<file path="config.mk">
export PLATFORM = sky130hd
export DESIGN_NAME = fwd_hazard_unit
export DESIGN_NICKNAME = d
export VERILOG_FILES = /design/src/rtl/fwd_hazard_unit_pkg.sv /design/src/rtl/fwd_port_sel.sv /design/src/rtl/fwd_hazard_unit.sv
export SDC_FILE = /design/constraint.sdc
export NUM_CORES = 1
export LEC_CHECK = 0
export CAP_MARGIN = 20
export CORE_MARGIN = 2
export CORE_UTILIZATION = 30
export DETAILED_ROUTE_END_ITERATION = 6
export PLACE_DENSITY = 0.65
export REMOVE_ABC_BUFFERS = 1
export SLEW_MARGIN = 20
export SYNTH_ARGS = -nofsm -noshare
export SYNTH_HDL_FRONTEND = slang
export SYNTH_SLANG_ARGS = --single-unit
export TNS_END_PERCENT = 5
</file>
<file path="constraint.sdc">
create_clock -name clk -period 3.1 [get_ports clk]
set_input_delay 0.31 -clock clk [delete_from_list [all_inputs] [get_ports clk]]
set_output_delay 0.31 -clock clk [all_outputs]
set_load 0.03 [all_outputs]
</file>
<file path="src/rtl/fwd_hazard_unit_pkg.sv">
// Shared constants and helpers for the operand-forwarding / hazard unit.
// Register-file geometry is fixed by the RV32 architecture.
package fwd_hazard_unit_pkg;

  localparam int XLEN_DEF   = 32;
  localparam int REG_ADDR_W = 5;
  localparam int NUM_REGS   = 32;

  // x0 is hard-wired to zero, so a zero address never takes part in forwarding.
  function automatic logic addr_hit(input logic en,
                                    input logic [REG_ADDR_W-1:0] a,
                                    input logic [REG_ADDR_W-1:0] b);
    return en && (a == b) && (a != '0);
  endfunction

endpackage

</file>
<file path="src/rtl/fwd_port_sel.sv">
// Combinational priority select and hazard detection for one source-operand port.
// Order: long-latency return > fwd source 0 (youngest) > ... > oldest > register file.
module fwd_port_sel
  import fwd_hazard_unit_pkg::*;
#(
  parameter int XLEN    = XLEN_DEF,
  parameter int NUM_FWD = 3
) (
  input  logic [REG_ADDR_W-1:0]         addr,
  input  logic                          used,
  input  logic [XLEN-1:0]               rf_data,
  input  logic [NUM_FWD*REG_ADDR_W-1:0] fwd_addr,
  input  logic [NUM_FWD*XLEN-1:0]       fwd_data,
  input  logic [NUM_FWD-1:0]            fwd_we,
  input  logic [NUM_FWD-1:0]            fwd_valid,
  input  logic                          lat_done,
  input  logic [REG_ADDR_W-1:0]         lat_done_rd,
  input  logic [XLEN-1:0]               lat_done_data,
  input  logic [NUM_REGS-1:0]           sb_busy,
  output logic [XLEN-1:0]               data,
  output logic                          hazard
);

  logic pend;
  logic done_hit;

  always_comb begin
    data     = rf_data;
    pend     = 1'b0;
    done_hit = addr_hit(lat_done, lat_done_rd, addr);
    // Walk oldest to youngest so the youngest match overwrites older ones.
    for (int i = NUM_FWD - 1; i >= 0; i--) begin
      if (addr_hit(fwd_we[i], fwd_addr[i*REG_ADDR_W +: REG_ADDR_W], addr)) begin
        data = fwd_data[i*XLEN +: XLEN];
        pend = !fwd_valid[i];
      end
    end
    if (done_hit) begin
      data = lat_done_data;
      pend = 1'b0;
    end
    hazard = used && (pend || (sb_busy[addr] && !done_hit));
  end

endmodule

</file>
<file path="src/rtl/fwd_hazard_unit.sv">
// Operand forwarding and hazard unit: per-port select, MUL/DIV register
// scoreboard and a saturating stall-cycle counter.
module fwd_hazard_unit
  import fwd_hazard_unit_pkg::*;
#(
  parameter int XLEN    = XLEN_DEF,
  parameter int NUM_RS  = 2,
  parameter int NUM_FWD = 3,
  parameter int CNT_W   = 32
) (
  input  logic                          clk,
  input  logic                          rst_n,
  input  logic [NUM_RS*REG_ADDR_W-1:0]  rs_addr_i,
  input  logic [NUM_RS*XLEN-1:0]        rs_data_i,
  input  logic [NUM_RS-1:0]             rs_used_i,
  input  logic [NUM_FWD*REG_ADDR_W-1:0] fwd_addr_i,
  input  logic [NUM_FWD*XLEN-1:0]       fwd_data_i,
  input  logic [NUM_FWD-1:0]            fwd_we_i,
  input  logic [NUM_FWD-1:0]            fwd_valid_i,
  input  logic                          lat_issue_i,
  input  logic [REG_ADDR_W-1:0]         lat_issue_rd_i,
  input  logic                          lat_done_i,
  input  logic [REG_ADDR_W-1:0]         lat_done_rd_i,
  input  logic [XLEN-1:0]               lat_done_data_i,
  input  logic                          flush_i,
  output logic [NUM_RS*XLEN-1:0]        rs_data_o,
  output logic                          stall_o,
  output logic [NUM_REGS-1:0]           sb_busy_o,
  output logic [CNT_W-1:0]              stall_cnt_o
);

  logic [NUM_REGS-1:0] sb_busy_q;
  logic [NUM_REGS-1:0] sb_busy_nxt;
  logic [NUM_RS-1:0]   port_haz;
  logic [CNT_W-1:0]    stall_cnt_q;
  logic                issue_ok;

  for (genvar p = 0; p < NUM_RS; p++) begin : g_port
    fwd_port_sel #(
      .XLEN    (XLEN),
      .NUM_FWD (NUM_FWD)
    ) u_sel (
      .addr          (rs_addr_i[p*REG_ADDR_W +: REG_ADDR_W]),
      .used          (rs_used_i[p]),
      .rf_data       (rs_data_i[p*XLEN +: XLEN]),
      .fwd_addr      (fwd_addr_i),
      .fwd_data      (fwd_data_i),
      .fwd_we        (fwd_we_i),
      .fwd_valid     (fwd_valid_i),
      .lat_done      (lat_done_i),
      .lat_done_rd   (lat_done_rd_i),
      .lat_done_data (lat_done_data_i),
      .sb_busy       (sb_busy_q),
      .data          (rs_data_o[p*XLEN +: XLEN]),
      .hazard        (port_haz[p])
    );
  end

  assign stall_o  = |port_haz;
  assign issue_ok = lat_issue_i && !flush_i && !stall_o && (lat_issue_rd_i != '0);

  // Clear before set so an issue and a return to the same rd leave it busy.
  always_comb begin
    sb_busy_nxt = sb_busy_q;
    if (lat_done_i) sb_busy_nxt[lat_done_rd_i] = 1'b0;
    if (issue_ok)   sb_busy_nxt[lat_issue_rd_i] = 1'b1;
    sb_busy_nxt[0] = 1'b0;
  end

  always_ff @(posedge clk or negedge rst_n) begin
    if (!rst_n) begin
      sb_busy_q   <= '0;
      stall_cnt_q <= '0;
    end else begin
      sb_busy_q <= sb_busy_nxt;
      if (stall_o && (stall_cnt_q != {CNT_W{1'b1}})) stall_cnt_q <= stall_cnt_q + 1'b1;
    end
  end

  assign sb_busy_o   = sb_busy_q;
  assign stall_cnt_o = stall_cnt_q;

endmodule

</file>
Word-level counts from Yosys, hierarchy flattened

Cells that the tools add are included.

Flip-flop bits (word level): 63
Latch bits: 0
Memory bits (writable): 0
ROM bits: 0
Bits of input ports: 240
Output and inout bits: 129
Logic and storage cells: 88
Memories: 0

Add/sub/neg operators: 1
$mul: 0
Divide/modulo/power cells: 0
Magnitude comparators: 6
Eq/ne operators: 9
Shift operators: 0
Muxes and demuxes: 26
Bitwise operators: 3
Reductions and logical operators: 41

Operators with widths:

| operator                                                              | count |
|---|---|
| 32-bit two-way mux                                                    | 10 |
| 5-bit == test                                                         | 8 |
| 32-bit by 1-bit adder with 32-bit output, second input constant       | 1 |
| 32-bit bitwise AND                                                    | 1 |
| 32-bit != test, second input constant                                 | 1 |
| 32-bit inverter                                                       | 1 |
| 32-bit OR                                                             | 1 |
| 1-bit logical AND                                                     | 26 |
| 5-bit nonzero test                                                    | 5 |
| 5-bit by 6-bit < comparator with 1-bit output, second input constant  | 4 |
| 1-bit two-way mux                                                     | 12 |
| 1-bit binary-select mux with 5-bit select                             | 2 |
| 1-bit demux with 5-bit select                                         | 2 |
| 5-bit by 1-bit >= comparator with 1-bit output, second input constant | 2 |
| 1-bit zero test                                                       | 7 |
| 1-bit logical OR                                                      | 2 |
| 2-bit OR reduction                                                    | 1 |

Depth between registers and ports, before layout

Word-level depth: 14
Gate-level depth with buffers: 12

Hierarchy

Synthesis repeated with hierarchy kept, for this count alone.

Cell total of the unflattened synthesis: 950
Area, all modules: 8,199.1 µm²

By module, submodules not included:

| module          | instances | cells each | area each (µm²) | seq. area each (µm²) |
|---|---|---|---|---|
| fwd_port_sel    | 2         | 339        | 2,688.8         | 0.0 |
| fwd_hazard_unit | 1         | 272        | 2,821.5         | 1,576.5 |

Worst setup path before layout

OpenSTA, ideal clock, no wires.

Kind: input to output
Start point: in rs_addr_i[6]
End point: out rs_data_o[43]
Data arrival time: 2.724 ns
Data required time: 2.790 ns
Setup slack: 0.066 ns
Cell stages on the path: 11
Path buffers: 3
Cells stage by stage: buf_2 buf_2 xnor2_1 nand4_1 a21oi_1 nand2_1 buf_1 mux2i_1 a211oi_1 a21oi_1 o21ai_0

Cells in the longest elaborated chain, start to end: 7

RTL lines:

| item                             | line                      | RTL |
|---|---|---|
| start: declaration               | fwd_hazard_unit.sv:13     | `input logic [NUM_RS*REG_ADDR_W-1:0] rs_addr_i,` |
| 5-bit == test                    | fwd_hazard_unit_pkg.sv:13 | `return en && (a == b) && (a != '0);` |
| 1-bit logical AND (2 in series)  | fwd_hazard_unit_pkg.sv:13 |  |
| 32-bit two-way mux (3 in series) | fwd_port_sel.sv:33        | `if (addr_hit(fwd_we[i], fwd_addr[i*REG_ADDR_W +: REG_ADDR_W], addr)) begin` |
| 32-bit two-way mux *             | fwd_port_sel.sv:38        | `if (done_hit) begin` |
| end: declaration                 | fwd_hazard_unit.sv:26     | `output logic [NUM_RS*XLEN-1:0] rs_data_o,` |

Mark *: on every way between the ends. The rest lies on a longest branch, timed or not.

Worst setup path in the final report

Start point: in fwd_addr_i[1]
End point: out stall_o

Cells in the longest elaborated chain, start to end: 8

RTL lines:

| item                            | line                      | RTL |
|---|---|---|
| start: declaration              | fwd_hazard_unit.sv:16     | `input logic [NUM_FWD*REG_ADDR_W-1:0] fwd_addr_i,` |
| 5-bit == test                   | fwd_hazard_unit_pkg.sv:13 |  |
| 1-bit logical AND (2 in series) | fwd_hazard_unit_pkg.sv:13 |  |
| 1-bit two-way mux               | fwd_port_sel.sv:33        |  |
| 1-bit two-way mux               | fwd_port_sel.sv:38        |  |
| 1-bit logical OR                | fwd_port_sel.sv:42        | `hazard = used && (pend \|\| (sb_busy[addr] && !done_hit));` |
| 1-bit logical AND               | fwd_port_sel.sv:42        |  |
| 2-bit OR reduction *            | fwd_hazard_unit.sv:59     | `assign stall_o = \|port_haz;` |
| end: declaration                | fwd_hazard_unit.sv:27     | `output logic stall_o,` |

Marks and branches as above.

==> metrics.md <==
| Metric | Value |
|---|---|
| Status | finished clean |
| CTS H-tree lvls | 3 |
| Hold WC Path Type | in2async |
| Sequential share of power | 0.273 |
| GPL Wtd Cong | 0.930 |
| Worst-Skew Late Latency | 0.34 ns |
| Syn avg cell area | 7.64 sq um |
| Core ar. | 21200 sq um |
| Fin Hold WS | 0.0767 ns |
| Synthesis-to-layout area growth | 81.1% |
| Post-Layout Cell Count | 1552 |
| Worst reg2reg setup slack | 0.25 ns |
| Row Count | 53 |
| Final Hold Viols | 0 |
| DRC Markers | 0 |
| Max-slew violations | 0 |
| Footprint of the multi-input gates | 4870 sq um |
| Vias post-DR | 8269 |
| DP Worst Slack | -0.391 ns |
| Power per cell area | 353 nW/um^2 |
| Synth top cells by count | 119 x o21ai_0, 89 x nand2_1, 75 x mux2i_1, 75 x nor2_1, 67 x a21oi_1 |
| Final setup fails | 0 |
| Largest fanout on the critical path | 6 |
| Core Util, Final | 0.556 |
| Synth top area cells | dfrtp_1 24%, mux2i_1 12%, o21ai_0 9.2% |
| Final Instance Area | 11800 sq um |
| Chip Width | 151 microns |
| Leak | 5.11 nW |
| First-pass GRT wire length | 43800 microns |
| Hold_buf cts | 0 |
| Sink Count | 63 |
| Cell Area, Synth | 6500 sq um |
| Initial Util | 0.307 |
| Worst slew pin tran | 0.839 ns |
| VDD IR max | 0.000516 V |
| Setup WS post-layout | 0.0733 ns |
| Post-DR wirelength/cell | 19.8 microns |
| Required time of the critical path | 2.79 ns |
| Peak Freq | 0.330 GHz |
| Placed cell count | 1514 |
| Overall Global Routing Usage | 0.247 |
| Startpoint Class | primary input |
| Crit end category | output port |
| Seq/Total Area, Yosys | 0.243 |
| Ports | 369 |
| Pin count of the biggest net entering global routing | 65 |
| Total of max-cap violations | 0 |
| Worst-path clk slew | 0.05 ns |
| Relative slew slack | 0.441 |
| Root buffer cell | clkbuf_16 |
| Antenna viol nets, final | 0 |
| Vert. Die Dim | 151 microns |
| Synth warn | 0 |
| DR iter-0 viols | 387 |
| Share of the synthesized area in the top cell type | 0.243 |
| Die Footprint | 22900 sq um |
| Top-count cell post-synth | o21ai_0 |
| Post-route total power | 4.15 mW |
| Overflow after GRT | 0 |
| Ys flop type | dfrtp_1 |
| Nets | 1509 |
| Setup Crit Path Kind | in2out |
| Post-synthesis cell type count | 51 |
| Setup TNS | 0 ns |
| P_sw | 1.57 mW |
| Register area | 1580 sq um |
| Internal power | 2.57 mW |
| Worst EP arrival | 2.72 ns |
| Filler cell count | 1999 |
| Hpwl dp | 23500 microns |
| Sw Ratio | 0.379 |
| Synth Instances | 851 |
| CTS buffer count | 9 |
| Ys async rst share | 1.00 |
| Via-per-instance ratio | 5.33 |
| Post-synth EDFFs | 0 |
| Clock power frac | 0.241 |
| Worst Skew | 0.0100 ns |
| Pre-antenna DRT Iters | 7 |
| Yosys reg bits | 63 |
| CTS tree | done |
| Clock tree buffer depth | 2 |
| Placed Area | 11000 sq um |
| Period minus WS final | 3.03 ns |
| Layout cell share with drive strength beyond 1 | 0.202 |
| Fin crit share | 0.976 |
| Combinational share of power | 0.486 |
| Post-synth top area cell | dfrtp_1 |
| Initial antenna violation count | 3 |
| Port Buffers | 367 |
| Total Wirelength | 30800 microns |
| RSZ-0062 raised after global routing | yes |
| Vias in the first global route | 7843 |
final timing paths:
check / depth (start not counted) / from / to
max in group asynchronous: 2 / rst_n / sb_busy_o[7]
setup / recovery: 9 / fwd_addr_i[1] / stall_o
min in group clk: 1 / stall_cnt_o[30] / stall_cnt_o[30]
hold / removal: 1 / rst_n / stall_cnt_o[16]
setup reg to reg: 10 / sb_busy_o[19] / sb_busy_o[1]
hold reg to reg: 1 / stall_cnt_o[30] / stall_cnt_o[30]
what timing repair did:
item | in CTS | in global routing
pin swaps | 1 | 22
endpoints found under the setup margin | 60 | 97
gates cloned | 0 | 2
endpoints found under the hold margin | 0 | 0
gates resized for setup | 21 | 70
buffers inserted | 1 | 16
logic make-up after synthesis:
logic type | count (synthesis) | share of synthesized area
AOI/OAI and AO/OA | 271 | 0.244
xor gates and xnor gates | 68 | 0.0917
adders and majority gates | 1 | 0.00193
buffers and inverters | 75 | 0.0485
DFF | 63 | 0.243
muxes | 88 | 0.157
other | 1 | 0.000577
and+or+nand+nor | 284 | 0.213
worst max-delay path, stage by stage:
cell and delay [ns]:
clkdlybuf4s50_1 0.43, or4_1 0.57, nor2_4 0.17, nor4_4 0.08
o311a_1 0.39, nor4_4 0.34, inv_2 0.10, buf_8 0.15
buf_4 0.16
final cells by class:
cell class | instances | share of cell area
repair buffers | 478 | 0.396
clock buffers | 9 | 0.0191
multi-input cells | 714 | 0.414
well taps | 275 | 0.0292
inverters | 2 | 0.000638
flip-flops and latches | 63 | 0.134
clock inverters | 7 | 0.00627
diodes | 4 | 0.000851
registers in the layout, summed over array words and instances (netlist names):
| name | flops |
|---|---|
| stall_cnt_o | 32 |
| sb_busy_o | 31 |
layer usage:
| layer | vias up | routed length [microns] | GRT usage |
|---|---|---|---|
| li1 | 3957 | - | - |
| met3 | 55 | 2140 | 0.0461 |
| met2 | 330 | 15400 | 0.427 |
| met1 | 3927 | 12200 | 0.303 |
| met5 | - | 0 | 0 |
| met4 | 0 | 1050 | 0.104 |
layout by cell type (no fill, tap or decap), drive strengths merged, types with 3 or more instances in the layout:
cell type | synthesis | layout
or4 | 3 | 3
clkdlybuf4s50 | 0 | 291
or3 | 6 | 6
o21ai | 128 | 128
xnor2 | 36 | 36
nand3 | 20 | 20
a211oi | 64 | 64
xor2 | 32 | 32
diode | 0 | 4
dlymetal6s2s | 0 | 10
nand2b | 6 | 6
and3 | 5 | 5
nor3 | 18 | 18
nand2 | 89 | 90
mux2i | 75 | 75
or3b | 4 | 4
mux4 | 11 | 11
nand4 | 17 | 17
a21oi | 67 | 67
dfrtp | 63 | 63
clkbuf | 41 | 11
nor2 | 75 | 75
and2 | 5 | 5
buf | 32 | 175
and4 | 5 | 5
clkinv | 0 | 5
nand3b | 8 | 8
nor2b | 4 | 4
nor4 | 11 | 11
power by group through the flow:
stage	clock (mW)	combinational [mW]	sequential (mW)
after floorplan	0	0.646	1.34
after global placement	0	1.93	1.13
after detailed placement	0	1.94	1.13
after CTS	1.01	1.97	1.12
after global routing	1.05	2.13	1.15
final	0.999	2.02	1.13
Power figures use the tool's default switching activity.
